## config.mk

```make
export PLATFORM = sky130hd
export DESIGN_NAME = sdio_flag_bank_flat
export DESIGN_NICKNAME = d
export VERILOG_FILES = /design/src/rtl/sdio_flag_bank_if.sv /design/src/rtl/sdio_flag_bank.sv /design/src/flat_wrapper.sv
export SDC_FILE = /design/constraint.sdc
export NUM_CORES = 1
export LEC_CHECK = 0
export CORE_UTILIZATION = 45
export CTS_CLUSTER_SIZE = 25
export DETAILED_ROUTE_END_ITERATION = 10
export GPL_TIMING_DRIVEN = 0
export PLACE_DENSITY = 0.75
export REMOVE_ABC_BUFFERS = 1
export SLEW_MARGIN = 20
export SYNTH_ARGS = -nofsm -noshare
export SYNTH_HDL_FRONTEND = slang
export SYNTH_SLANG_ARGS = --single-unit
```

## constraint.sdc

```tcl
create_clock -name sd_clk_i -period 4.7 [get_ports sd_clk_i]
set_input_delay 0.94 -clock sd_clk_i [delete_from_list [all_inputs] [get_ports sd_clk_i]]
set_output_delay 0.94 -clock sd_clk_i [all_outputs]
set_load 0.05 [all_outputs]
```

## src/rtl/sdio_flag_bank_if.sv

```systemverilog
// Byte-wide register access bus for the SDIO flag bank.
// The host side drives strobes, address and write data; the bank returns registered read data.
interface sdio_flag_bank_if;
    logic       reg_wr;
    logic       reg_rd;
    logic [7:0] reg_addr;
    logic [7:0] reg_wdata;
    logic [7:0] reg_rdata;

    modport master (
        output reg_wr,
        output reg_rd,
        output reg_addr,
        output reg_wdata,
        input  reg_rdata
    );

    modport slave (
        input  reg_wr,
        input  reg_rd,
        input  reg_addr,
        input  reg_wdata,
        output reg_rdata
    );
endinterface

```

## src/rtl/sdio_flag_bank.sv

```systemverilog
// Sticky interrupt/error flag bank for the SDIO host: up to 16 event-set flags
// with status/signal enables, overflow tracking, group clears, byte-wide
// register access and a registered interrupt request.
module sdio_flag_bank #(
    parameter int unsigned NUM_FLAGS      = 11,
    parameter logic [7:0]  REG_ADDR_STS    = 8'd32,
    parameter logic [7:0]  REG_ADDR_STS_EN = 8'd34,
    parameter logic [7:0]  REG_ADDR_SIG_EN = 8'd36,
    parameter logic [7:0]  REG_ADDR_OVF    = 8'd38,
    parameter logic [15:0] CMD_GRP_MASK    = 16'h0000,
    parameter logic [15:0] DAT_GRP_MASK    = 16'h0000,
    parameter logic [15:0] START_CLR_MASK  = 16'hFFFF,
    parameter logic [15:0] STS_EN_RST      = 16'hFFFF,
    parameter logic [15:0] SIG_EN_RST      = 16'h0000
) (
    input  logic                 sd_clk_i,
    input  logic                 rst_i,
    input  logic                 cmd_sd_rst_i,
    input  logic                 dat_sd_rst_i,
    input  logic                 all_sd_rst_i,
    input  logic                 cmd_start_i,
    sdio_flag_bank_if.slave      bus,
    input  logic [NUM_FLAGS-1:0] event_i,
    output logic [NUM_FLAGS-1:0] flag_o,
    output logic [NUM_FLAGS-1:0] ovf_o,
    output logic                 irq_o
);

    // Bits at NUM_FLAGS and above are never stored, so they read back as 0.
    localparam logic [15:0] VALID  = (NUM_FLAGS >= 16) ? 16'hFFFF
                                   : 16'((32'd1 << NUM_FLAGS) - 32'd1);
    localparam bit          HAS_HI = (NUM_FLAGS > 8);

    logic [15:0] flag_q, flag_d;
    logic [15:0] ovf_q, ovf_d;
    logic [15:0] sts_en_q, sts_en_d;
    logic [15:0] sig_en_q, sig_en_d;
    logic        irq_q, irq_d;
    logic [7:0]  rdata_q, rdata_d;

    logic [15:0] ev16;
    logic [15:0] wdata16;
    logic [15:0] grp_clr;
    logic [15:0] set_v;
    logic [15:0] wr_sts, wr_ovf, wr_sts_en, wr_sig_en;

    // Bit lanes covered by a byte access at addr to the 16-bit register at base.
    function automatic logic [15:0] lane(input logic [7:0] addr, input logic [7:0] base);
        logic [15:0] m;
        m = '0;
        if (addr == base)
            m[7:0] = '1;
        if (HAS_HI && (addr == base + 8'd1))
            m[15:8] = '1;
        return m & VALID;
    endfunction

    // Byte of a 16-bit register selected by addr, or 0 when addr misses it.
    function automatic logic [7:0] byte_of(input logic [15:0] word, input logic [7:0] addr,
                                           input logic [7:0] base);
        if (addr == base)
            return word[7:0];
        else if (addr == base + 8'd1)
            return word[15:8];
        else
            return '0;
    endfunction

    // Write decode, group clears and next-state for every stored register.
    always_comb begin
        ev16                  = '0;
        ev16[NUM_FLAGS-1:0]   = event_i;
        wdata16               = {bus.reg_wdata, bus.reg_wdata};

        wr_sts    = bus.reg_wr ? lane(bus.reg_addr, REG_ADDR_STS)    : '0;
        wr_ovf    = bus.reg_wr ? lane(bus.reg_addr, REG_ADDR_OVF)    : '0;
        wr_sts_en = bus.reg_wr ? lane(bus.reg_addr, REG_ADDR_STS_EN) : '0;
        wr_sig_en = bus.reg_wr ? lane(bus.reg_addr, REG_ADDR_SIG_EN) : '0;

        grp_clr = {16{all_sd_rst_i}}
                | ({16{cmd_sd_rst_i}} & CMD_GRP_MASK)
                | ({16{dat_sd_rst_i}} & DAT_GRP_MASK)
                | ({16{cmd_start_i}}  & START_CLR_MASK);

        set_v = ev16 & sts_en_q & VALID;

        // Group clear beats event set, which beats the W1C write.
        flag_d = ((flag_q & ~(wr_sts & wdata16)) | set_v) & ~grp_clr & VALID;
        ovf_d  = ((ovf_q & ~(wr_ovf & wdata16)) | (set_v & flag_q)) & ~grp_clr & VALID;

        sts_en_d = ((sts_en_q & ~wr_sts_en) | (wdata16 & wr_sts_en)) & VALID;
        sig_en_d = ((sig_en_q & ~wr_sig_en) | (wdata16 & wr_sig_en)) & VALID;

        irq_d = |(flag_q & sig_en_q);

        rdata_d = rdata_q;
        if (bus.reg_rd)
            rdata_d = byte_of(flag_q,   bus.reg_addr, REG_ADDR_STS)
                    | byte_of(sts_en_q, bus.reg_addr, REG_ADDR_STS_EN)
                    | byte_of(sig_en_q, bus.reg_addr, REG_ADDR_SIG_EN)
                    | byte_of(ovf_q,    bus.reg_addr, REG_ADDR_OVF);
    end

    // State registers; reset overrides every event and strobe in its cycle.
    always_ff @(posedge sd_clk_i) begin
        if (rst_i) begin
            flag_q   <= '0;
            ovf_q    <= '0;
            sts_en_q <= STS_EN_RST & VALID;
            sig_en_q <= SIG_EN_RST & VALID;
            irq_q    <= 1'b0;
            rdata_q  <= '0;
        end else begin
            flag_q   <= flag_d;
            ovf_q    <= ovf_d;
            sts_en_q <= sts_en_d;
            sig_en_q <= sig_en_d;
            irq_q    <= irq_d;
            rdata_q  <= rdata_d;
        end
    end

    assign flag_o        = flag_q[NUM_FLAGS-1:0];
    assign ovf_o         = ovf_q[NUM_FLAGS-1:0];
    assign irq_o         = irq_q;
    assign bus.reg_rdata = rdata_q;

endmodule

```

## src/flat_wrapper.sv

```systemverilog
// flat-port wrapper written by rule: the top's interface ports become plain ports
module sdio_flag_bank_flat 
#(
    parameter int unsigned NUM_FLAGS      = 11,
    parameter logic [7:0]  REG_ADDR_STS    = 8'd32,
    parameter logic [7:0]  REG_ADDR_STS_EN = 8'd34,
    parameter logic [7:0]  REG_ADDR_SIG_EN = 8'd36,
    parameter logic [7:0]  REG_ADDR_OVF    = 8'd38,
    parameter logic [15:0] CMD_GRP_MASK    = 16'h0000,
    parameter logic [15:0] DAT_GRP_MASK    = 16'h0000,
    parameter logic [15:0] START_CLR_MASK  = 16'hFFFF,
    parameter logic [15:0] STS_EN_RST      = 16'hFFFF,
    parameter logic [15:0] SIG_EN_RST      = 16'h0000
)
  (sd_clk_i, rst_i, cmd_sd_rst_i, dat_sd_rst_i, all_sd_rst_i, cmd_start_i, event_i, flag_o, ovf_o, irq_o, bus_reg_wr, bus_reg_rd, bus_reg_addr, bus_reg_wdata, bus_reg_rdata);
  sdio_flag_bank_if bus_i ();
  input  logic sd_clk_i;
  input  logic rst_i;
  input  logic cmd_sd_rst_i;
  input  logic dat_sd_rst_i;
  input  logic all_sd_rst_i;
  input  logic cmd_start_i;
  input  logic [NUM_FLAGS-1:0] event_i;
  output logic [NUM_FLAGS-1:0] flag_o;
  output logic [NUM_FLAGS-1:0] ovf_o;
  output logic irq_o;
  input wire logic [$bits(bus_i.reg_wr)-1:0] bus_reg_wr;
  input wire logic [$bits(bus_i.reg_rd)-1:0] bus_reg_rd;
  input wire logic [$bits(bus_i.reg_addr)-1:0] bus_reg_addr;
  input wire logic [$bits(bus_i.reg_wdata)-1:0] bus_reg_wdata;
  output wire logic [$bits(bus_i.reg_rdata)-1:0] bus_reg_rdata;
  assign bus_i.reg_wr = bus_reg_wr;
  assign bus_i.reg_rd = bus_reg_rd;
  assign bus_i.reg_addr = bus_reg_addr;
  assign bus_i.reg_wdata = bus_reg_wdata;
  assign bus_reg_rdata = bus_i.reg_rdata;
  sdio_flag_bank #(.NUM_FLAGS(NUM_FLAGS), .REG_ADDR_STS(REG_ADDR_STS), .REG_ADDR_STS_EN(REG_ADDR_STS_EN), .REG_ADDR_SIG_EN(REG_ADDR_SIG_EN), .REG_ADDR_OVF(REG_ADDR_OVF), .CMD_GRP_MASK(CMD_GRP_MASK), .DAT_GRP_MASK(DAT_GRP_MASK), .START_CLR_MASK(START_CLR_MASK), .STS_EN_RST(STS_EN_RST), .SIG_EN_RST(SIG_EN_RST)) u_core (.sd_clk_i(sd_clk_i), .rst_i(rst_i), .cmd_sd_rst_i(cmd_sd_rst_i), .dat_sd_rst_i(dat_sd_rst_i), .all_sd_rst_i(all_sd_rst_i), .cmd_start_i(cmd_start_i), .bus(bus_i), .event_i(event_i), .flag_o(flag_o), .ovf_o(ovf_o), .irq_o(irq_o));
endmodule
```

* Word level (Yosys, flattened, before mapping)
Cells that the tools add are included.
** Operators by class
- Eq/ne operators :: 8
- Muxes and demuxes :: 24
- Reductions and logical operators :: 1
- Bitwise gates (word level) :: 26
** Operators with widths (count)
- bitwise AND 11 bit :: 13
- 2-to-1 mux 8 bit :: 12
- == test 8 x 6 -> 1 bit, second input constant :: 8
- inverter 11 bit :: 5
- OR 11 bit :: 5
- 2-to-1 mux 11 bit :: 4
- 2-to-1 mux 3 bit :: 8
- OR 8 bit :: 3
- OR reduction 16 bit :: 1
** Storage, ports and cells
- Register bits after elaboration :: 53
- Logic and storage cells :: 65
- Output and inout port bits :: 31

* Logic depth before layout (Yosys ltp)
- Word-level depth :: 8
- Depth in mapped cells :: 7

* Least setup slack after synthesis
OpenSTA, ideal clock, no wires.
- Kind :: input-to-reg
- Start :: input bus_reg_addr[7]
- End :: register u_core.ovf_q[0]
- Stages on the path :: 6
- Required time :: 4.568 ns
- Library setup time :: 0.132 ns
- Arrival :: 2.254 ns
- Setup slack :: 2.313 ns
- Path through :: or4b_1 -> buf_2 -> or3_1 -> buf_6 -> o21ai_2 -> a21oi_1
** Between the ends
- Longest elaborated chain between the ends :: 8
** Ends and longest elaborated chain
- from (decl) :: RTL line flat_wrapper.sv:29 : input wire logic [$bits(bus_i.reg_addr)-1:0] bus_reg_addr;
- == test 8 x 6 -> 1 bit :: RTL line sdio_flag_bank.sv:51 : if (addr == base)
- 2-to-1 mux 8 bit :: RTL line sdio_flag_bank.sv:51
- 2-to-1 mux 11 bit :: RTL line sdio_flag_bank.sv:76 : wr_ovf = bus.reg_wr ? lane(bus.reg_addr, REG_ADDR_OVF) : '0;
- bitwise AND 11 bit :: RTL line sdio_flag_bank.sv:89 : ovf_d = ((ovf_q & ~(wr_ovf & wdata16)) | (set_v & flag_q)) & ~grp_clr & VALID;
- inverter 11 bit :: RTL line sdio_flag_bank.sv:89
- bitwise AND 11 bit :: RTL line sdio_flag_bank.sv:89
- OR 11 bit :: RTL line sdio_flag_bank.sv:89
- bitwise AND 11 bit :: RTL line sdio_flag_bank.sv:89
- to (signal assigned) :: RTL line sdio_flag_bank.sv:115 : ovf_q <= ovf_d;
- to (decl) :: RTL line sdio_flag_bank.sv:35 : logic [15:0] ovf_q, ovf_d;
Every way passes these cells.
A chain may end at the register's enable or synchronous reset.

==> results.txt <==
----------------------------------------------------
[Timing]
  Post-route clock period utilization ... 67.5%
  Relative slew slack ... 40.0%
  Clock tree skew after final layout ... 0.00584 ns
  Minimum clock period ... 3.17 ns
  Highest achievable clock rate ... 315 MHz
  Min Hold Slack ... 0.476 ns
  Setup TNS ... 0 ns
  Measured slew at the worst slew-check pin ... 0.897 ns
  RSZ-0062 raised after global routing ... false
  Total setup violations reported at the end of the flow ... 0
  Final Hold Fails ... 0
  Max Slew Vio Count ... 0
  Post-route worst setup slack ... 1.53 ns

[Drt]
  Drt pass-1 iters ... 5
  Detailed-route wire length per cell ... 15.7 µm
  Average via count per standard cell ... 5.69
  Count of routing violations after the opening detailed-route iteration ... 179
  Via count ... 2124
  DRC violations left ... 0
  Post-Route WL ... 5860 µm
  Antenna viol nets, final ... 0

[GRT]
  Vias in the first global route ... 1856
  Maximum number of pins on one net before global-route repair ... 34
  Aggregate global-route resource usage ... 22.2%
  Global-route wire length before repair ... 9240 µm
  Initial antenna violation count ... 0
  Grt total ovfl ... 0

[Worst setup path]
  Nature of the critical path startpoint ... input pin
  Critical path peak fanout ... 16
  Arrival @ worst endpoint ... 3.37 ns
  Family with the most delay on the worst path ... simple AND/OR/NAND/NOR gates
  Buffering stage count on the worst path with inverters included ... 1
  Required time reported for the critical path endpoint ... 4.90 ns
  Worst Setup End Kind ... flip-flop
  Critical Setup Path Class ... in -> reg
  Crit path cell chain ... clkdlybuf4s50_1 -> nor4bb_1 -> and3_1 -> nor2b_1 -> a211o_1
  Critical-path cell with the highest stage delay ... sky130_fd_sc_hd__clkdlybuf4s50_1
  Highest cell delay on the worst timing path ... 0.86 ns

[Place]
  Area of placed instances ... 0.00307 mm²
  Post-Place Cells ... 366
  Pre-CTS setup slack ... 1.21 ns
  Post-detailed-placement half-perimeter wirelength ... 4170 µm
  Count of port buffers added during placement ... 63
  Final weighted congestion in routability-driven placement ... 0.892

[Power and ir drop]
  Total leakage power ... 1.09 nW
  Overall Power ... 0.854 mW
  Power density over the cells ... 270 mW/mm²
  Maximum vdd drop ... 179 µV

[Logic synthesis]
  Post-synthesis compound-gate area fraction ... 19.9%
  Post-Synthesis Cells ... 247
  Dominant combinational cell family by area after synthesis ... compound AO/OA/AOI/OAI gates
  Xor and xnor fraction of the mapped netlist area ... 0%
  Area fraction in and, or, nand and nor cells after synthesis ... 17.0%
  Netlist area before placement ... 0.00242 mm²
  Top cell type by total area after synthesis ... sky130_fd_sc_hd__dfxtp_1
  Mux share of post-synthesis cell area ... 14.8%
  Number of distinct standard cells referenced by the synthesized netlist ... 35
  Top-count cell post-synth ... sky130_fd_sc_hd__dfxtp_1
  Leading post-synthesis cells by cell area ... sky130_fd_sc_hd__dfxtp_1 44%, sky130_fd_sc_hd__mux4_2 10%, sky130_fd_sc_hd__a21oi_1 5.6%
  Top flip-flop cell by instance count after synthesis ... sky130_fd_sc_hd__dfxtp_1
  Post-synthesis area per instance ... 9.80 µm²
  Leading post-synthesis cells by instance count ... 53 x sky130_fd_sc_hd__dfxtp_1, 27 x sky130_fd_sc_hd__a21oi_1, 22 x sky130_fd_sc_hd__nor2_1, 17 x sky130_fd_sc_hd__nand3_1, 13 x sky130_fd_sc_hd__nor2b_1
  Share of flip-flops with an asynchronous set or reset after synthesis ... 0%
  Count of flip-flops with a built-in enable after synthesis ... 0
  Post-synthesis share of cell area spent on full adders, half adders and majority gates ... 0%
  Total of flip-flops plus latches after synthesis ... 53
  Part of the Yosys area used for sequential elements ... 43.8%
  Top cell type's share of synthesized area ... 43.8%
  Yosys Warn Count ... 0

[Floorplanning]
  Total die area ... 0.00567 mm²
  Core Box Area ... 0.00514 mm²
  Starting Density ... 47.1%
  Die Y ... 75.3 µm
  Row count ... 26
  Width of the die ... 75.3 µm
  Ports placed on the boundary ... 66

[Layout]
  Count of inserted antenna diode cells ... 0
  Ratio of cells with drive above 1 in the final layout ... 10.6%
  Final Cell Area ... 0.00317 mm²
  Layout Cells excl Fill ... 373
  Area added between synthesis and finish ... 31.0%
  Utilization of the core after routing ... 61.7%
  Final net count ... 338

[Clock network]
  Clock H-tree levels ... 2
  Cell at the root of the clock tree ... sky130_fd_sc_hd__clkbuf_8
  Post-CTS Repair Setup Buffers ... 0
  # hold bufs at CTS ... 0
  Number of buffers added by the clock tree synthesis step ... 5
  Maximum count of clock buffers along a single path ... 2
  Worst skew pair latency ... 0.30 ns
  PostCTS Resize Cnt ... 0
  Clock transition time at the flip-flop clock pins of the worst setup and hold paths ... 0.09 ns
  Clock tree from TritonCTS ... built
  Number of sinks handled by clock tree synthesis ... 53

[Flow run]
  Max capacitance violation total ... 0

[Status]
  Status ... finished clean

[Worst hold path]
  Type of the worst min-delay path ... reg -> reg

----------------------------------------------------
## layer usage
layer,GRT usage (%),part of all wire (%),wire (µm),up-vias
met5,0,0,0,-
met4,5.56,0.85,50,0
met3,3.97,7.3,425,5
met2,34.9,46,2700,90
met1,31.9,46,2680,1008
li1,-,-,-,1021
## final cells by class
type | count | area, µm²
tap | 70 | 87.6
timing repair buffer | 63 | 626
sequential | 53 | 1060
fill | 472 | 1970
clock buffer | 5 | 68.8
clock inverter | 2 | 35.0
inverter | 11 | 41.3
multi-input combinational | 169 | 1250
## worst min-delay path, delay by kind of cell (launching register included)
family          cells  cell delay [ns]
compound gates      1             0.07
flops               1             0.32
buf+inv             1             0.05
## power by group
| part | total [mW] | switching [mW] | internal [mW] |
|---|---|---|---|
| combinational | 0.0983 | 0.0517 | 0.0466 |
| sequential | 0.458 | 0.00482 | 0.453 |
| clock | 0.298 | 0.143 | 0.155 |
## worst paths after layout
path,start,slack [ns],depth (start not counted),endpoint
worst max-delay path,bus_reg_addr[2],1.53,5,flip-flop
worst min-delay path,u_core.bus.reg_rdata[0],0.48,2,u_core.bus.reg_rdata[0]
worst max register to register,u_core.flag_q[0],3.37,3,u_core.bus.reg_rdata[0]
worst min register to register,u_core.bus.reg_rdata[0],0.48,2,u_core.bus.reg_rdata[0]
## layout by cell type, fill, tap and decap left out, drive strengths merged, types with 13 or more instances in the layout
cell	netlist	final
a21oi	27	27
clkdlybuf4s50	0	62
o21ai	19	19
nor2	22	22
nor2b	13	13
nand3	17	17
dfxtp	53	53
## kinds of logic after synthesis
group                  count (synthesis)
AOI/OAI and AO/OA                     72
muxes                                 22
buffers and inverters                 25
and+or+nand+nor                       75
DFF                                   53
(Power assumes the default switching activity.)
